[config.mk]
export PLATFORM = sky130hd
export DESIGN_NAME = de270_wait_timer
export DESIGN_NICKNAME = d
export VERILOG_FILES = /design/src/rtl/de270_sysid_checker_pkg.sv /design/src/rtl/de270_wait_timer.sv
export SDC_FILE = /design/constraint.sdc
export NUM_CORES = 1
export LEC_CHECK = 0
export ABC_CLOCK_PERIOD_IN_PS = 1500
export CAP_MARGIN = 20
export CORE_AREA = 8 8 45 47
export CTS_BUF_LIST = sky130_fd_sc_hd__clkbuf_8
export CTS_CLUSTER_DIAMETER = 200
export DETAILED_ROUTE_END_ITERATION = 10
export DIE_AREA = 0 0 53 55
export PLACE_DENSITY = 0.55
export SYNTH_ARGS = -nofsm -noshare
export SYNTH_HDL_FRONTEND = slang
export SYNTH_SLANG_ARGS = --single-unit
export TNS_END_PERCENT = 20
[constraint.sdc]
create_clock -name clock -period 1.5 [get_ports clock]
set_input_delay 0.225 -clock clock [delete_from_list [all_inputs] [get_ports clock]]
set_output_delay 0.225 -clock clock [all_outputs]
set_load 0.01 [all_outputs]
[src/rtl/de270_sysid_checker_pkg.sv]
// rtl/de270_sysid_checker_pkg.sv - shared definitions for the sysid checker and its wait timer
// Contents: FSM state encodings (3-bit), sysid word addresses, default expected
// ID/timestamp constants, and the timer width helper.
package de270_sysid_checker_pkg;

  typedef enum logic [2:0] {
    ST_IDLE  = 3'd0,
    ST_RD_ID = 3'd1,
    ST_RD_TS = 3'd2,
    ST_CMP   = 3'd3,
    ST_DONE  = 3'd4
  } state_e;

  localparam logic SYSID_ADDR_ID = 1'b0;
  localparam logic SYSID_ADDR_TS = 1'b1;

  localparam logic [31:0] DEFAULT_EXPECTED_ID = 32'd0;
  localparam logic [31:0] DEFAULT_EXPECTED_TS = 32'd1385403304;

  // Counter width able to hold 0..limit; a disabled (0) limit still gets one bit.
  function automatic int timer_width(input int limit);
    return (limit < 1) ? 1 : $clog2(limit + 1);
  endfunction

endpackage

[src/rtl/de270_wait_timer.sv]
// rtl/de270_wait_timer.sv - saturating stall timer for Avalon-MM masters
// Ports:
//   clock   in  1  system clock
//   reset   in  1  synchronous active-high reset, clears the count
//   enable  in  1  count this cycle (master is stalled)
//   clear   in  1  restart counting from 0; wins over enable
//   expired out 1  this enabled cycle brings the count to LIMIT
// LIMIT = 0 disables the timer: it never counts and never expires.
module de270_wait_timer
  import de270_sysid_checker_pkg::*;
#(
  parameter int LIMIT = 255
) (
  input  logic clock,
  input  logic reset,
  input  logic enable,
  input  logic clear,
  output logic expired
);

  localparam int W = timer_width(LIMIT);
  localparam logic [W-1:0] LIM_W  = W'(LIMIT);
  localparam logic [W-1:0] LIM_M1 = W'(LIMIT - 1);

  logic [W-1:0] count_q;
  logic [W-1:0] count_d;

  always_comb begin
    count_d = count_q;
    if (clear) begin
      count_d = '0;
    end else if (enable && (LIMIT != 0) && (count_q != LIM_W)) begin
      count_d = count_q + 1'b1;
    end
  end

  // Flag the stalled cycle that completes the LIMIT-th wait, so the master can
  // drop its request on the same edge instead of one cycle late.
  always_comb begin
    expired = (LIMIT != 0) && enable && (count_q >= LIM_M1);
  end

  always_ff @(posedge clock) begin
    if (reset) begin
      count_q <= '0;
    end else begin
      count_q <= count_d;
    end
  end

endmodule

==> impl_metrics.tcl <==
set metrics [dict create \
    synth.avg_cell_area_um2 9.01 \
    avgRoutedWirePerCell_um 12.1 \
    synth_top_cells_by_count "dfxtp_1 (8), nand2_1 (5), a311oi_1 (3), a41oi_1 (3)" \
    worst_ep_required_time_ps 1270 \
    ys_ff_latch 8 \
    core_um2 1380 \
    status "completed" \
    via_count 425 \
    grt_start_max_net_pins 8 \
    crit_arrival_ps 1190 \
    portBuffers 4 \
    power_w 0.000510 \
    worstMarginPinSlew_ps 247 \
    period_share_pct 94.2 \
    synth_edf_count 0 \
    cts_hold_buf 0 \
    fillers 153 \
    peakVddDrop_uv 353 \
    cts_tree "yes" \
    placed_cell_area_um2 554 \
    die_area_um2 2920 \
    syn_nets 55 \
    seq_area_um2 160 \
    setup_viol 0 \
    cts-htree-levels 1 \
    drive_gt1_share_pct 25.4 \
    slew_headroom_pct 83.4 \
    grt_util_all_layers_pct 8.75 \
    post-route-cell-area_um2 596 \
    skew_ps 1.67 \
    crit_type "in -> out" \
    drt-total-wl_um 952 \
    reg2reg_slack_ps 250 \
    hp-start "count_q[1]" \
    detail-route-antenna-nets 0 \
    clk_path_buf_depth 2 \
    hold_path_class "reg -> reg" \
    top_register "count_q" \
    rows 14 \
    hold-path-endpoint "count_q[1]" \
    start_kind "input port" \
    firstDrtPassIters 4 \
    io_pins 5 \
    cts_made_buffers 3 \
    grt_pass1_vias 414 \
    antenna_found_initial 0 \
    seq_area_frac_synth_pct 36.3 \
    worstSkewPairLatency_ps 230 \
    netlist.area_leader.share_pct 36.3 \
    ys_warn_count 0 \
    start_util_pct 31.9 \
    synthesis.area_um2 442 \
    async_flop_share_pct 0 \
    final_nets 71 \
    synth.most_common_cell "dfxtp_1" \
    path_max_fanout 2 \
    largest_register_ffs 8 \
    chipWidth_um 53 \
    r2r-end "count_q[0]" \
    gr-total-overflow 0 \
    synthFlopType "dfxtp_1" \
    syn_inst 49 \
    gp_congestion 0.809 \
    synth_top_area_cell "dfxtp_1" \
    multiInputGateArea_um2 268 \
    timing.rr.start "count_q[1]" \
    first_iter_violations 6 \
    final_util_pct 43.0 \
    p_leak_nw 0.233 \
    vias_per_cell 5.38 \
    die_y_um 55 \
    fmax_mhz 708 \
    powerDensity_nw_per_um2 856 \
    fin_setup_tns_ps 0 \
    reg_top3 "count_q: 8 flops" \
    synthToLayoutAreaGrowth_pct 34.8 \
    rsz0062_at_grt "false" \
    cts_setup_buffers 0 \
    drv_cap 0 \
    post-route-drc-count 0 \
    n_antenna_cell 0 \
    finalHoldViolations 0 \
    reg2reg_depth 5 \
    dp_hpwl_um 728 \
    min_path_cells 2 \
    finalCriticalPeriod_ps 1410 \
    synth_area_leaders "dfxtp_1 (36%), a311oi_1 (5.9%), a41oi_1 (5.9%)" \
    path_clk_slew_ps 40 \
    grt_pass1_wl_mm 1.78 \
    slew_viol_final 0 \
    worst_setup_path_end_kind "primary output" \
    clock-root-buffer "clkbuf_8" \
    hold_slack_ps 494 \
    synth_cell_types 27 \
    cts.sinks 8 \
]
stage by stage:
step	cells	setup WS [ps]
final	79	86.8
after global routing	79	5.36
after CTS	79	75.3
after detailed placement	76	-328
after global placement	76	-347
after floorplan	49	240
critical path, cell delays in order:
cell and delay [ps]:
clkdlybuf4s50_1 480, and3_4 190, o21ai_0 80, nor2_1 90
buf_2 130
cells by family after synthesis:
| logic type | synth area share (%) |
|---|---|
| AO/OA/AOI/OAI | 19.5 |
| XOR/XNOR | 1.98 |
| adder cells (fa/ha/maj) | 5.66 |
| buffers and inverters | 4.25 |
| flip-flops | 36.3 |
| multiplexers | 4.53 |
| AND/OR/NAND/NOR | 27.8 |
cell type report:
cell class,instances,area share [%]
clock buffer,3,6.93
inverter,1,0.630
multi-input combinational,38,45.0
sequential,8,26.9
tap,16,3.36
timing repair buffer,13,17.2
how the worst max path moves through the flow:
stage / to / slack (ps) / startpoint
global placement: expired / -350 / enable
global route: expired / 5 / enable
floorplan: count_q[1] / 240 / count_q[0]
CTS: expired / 80 / enable
detailed placement: expired / -330 / enable
finish: expired / 90 / enable
layout by cell type, fill, tap and decap left out, drive strengths merged:
| cell type | synthesis | final |
|---|---|---|
| a211oi | 1 | 1 |
| a21oi | 2 | 2 |
| a311oi | 3 | 3 |
| a31oi | 1 | 1 |
| a41oi | 3 | 3 |
| and2 | 1 | 1 |
| and3 | 3 | 3 |
| and3b | 1 | 1 |
| and4 | 2 | 2 |
| buf | 1 | 10 |
| clkbuf | 1 | 3 |
| clkdlybuf4s50 | 0 | 3 |
| dfxtp | 8 | 8 |
| ha | 2 | 2 |
| inv | 1 | 1 |
| mux2i | 2 | 2 |
| nand2 | 5 | 5 |
| nand3 | 2 | 2 |
| nand4 | 1 | 1 |
| nor2 | 2 | 2 |
| nor2b | 1 | 1 |
| nor3 | 1 | 1 |
| o21ai | 2 | 2 |
| or2 | 1 | 1 |
| or3 | 1 | 1 |
| xor2 | 1 | 1 |
repair_timing:
item,CTS,global route
hold endpoints to repair,0,0
endpoints found under the setup margin,1,0
resized for setup,5,0
power by group:
| part | internal [W] | total (W) | switching, W |
|---|---|---|---|
| logic | 0.0000158 | 0.0000291 | 0.0000133 |
| registers | 0.000215 | 0.000216 | 0.00000106 |
| clock network | 0.000174 | 0.000264 | 0.0000899 |
per-layer routing:
metal	track usage (%)	share of wire, %	vias to the layer above
met5	0	0	-
met4	11.6	5.9	0
met3	2.67	3.2	5
met2	10.5	37	9
met1	10.5	53	192
li1	-	-	219
No activity file was read; power rests on OpenSTA's default activity.
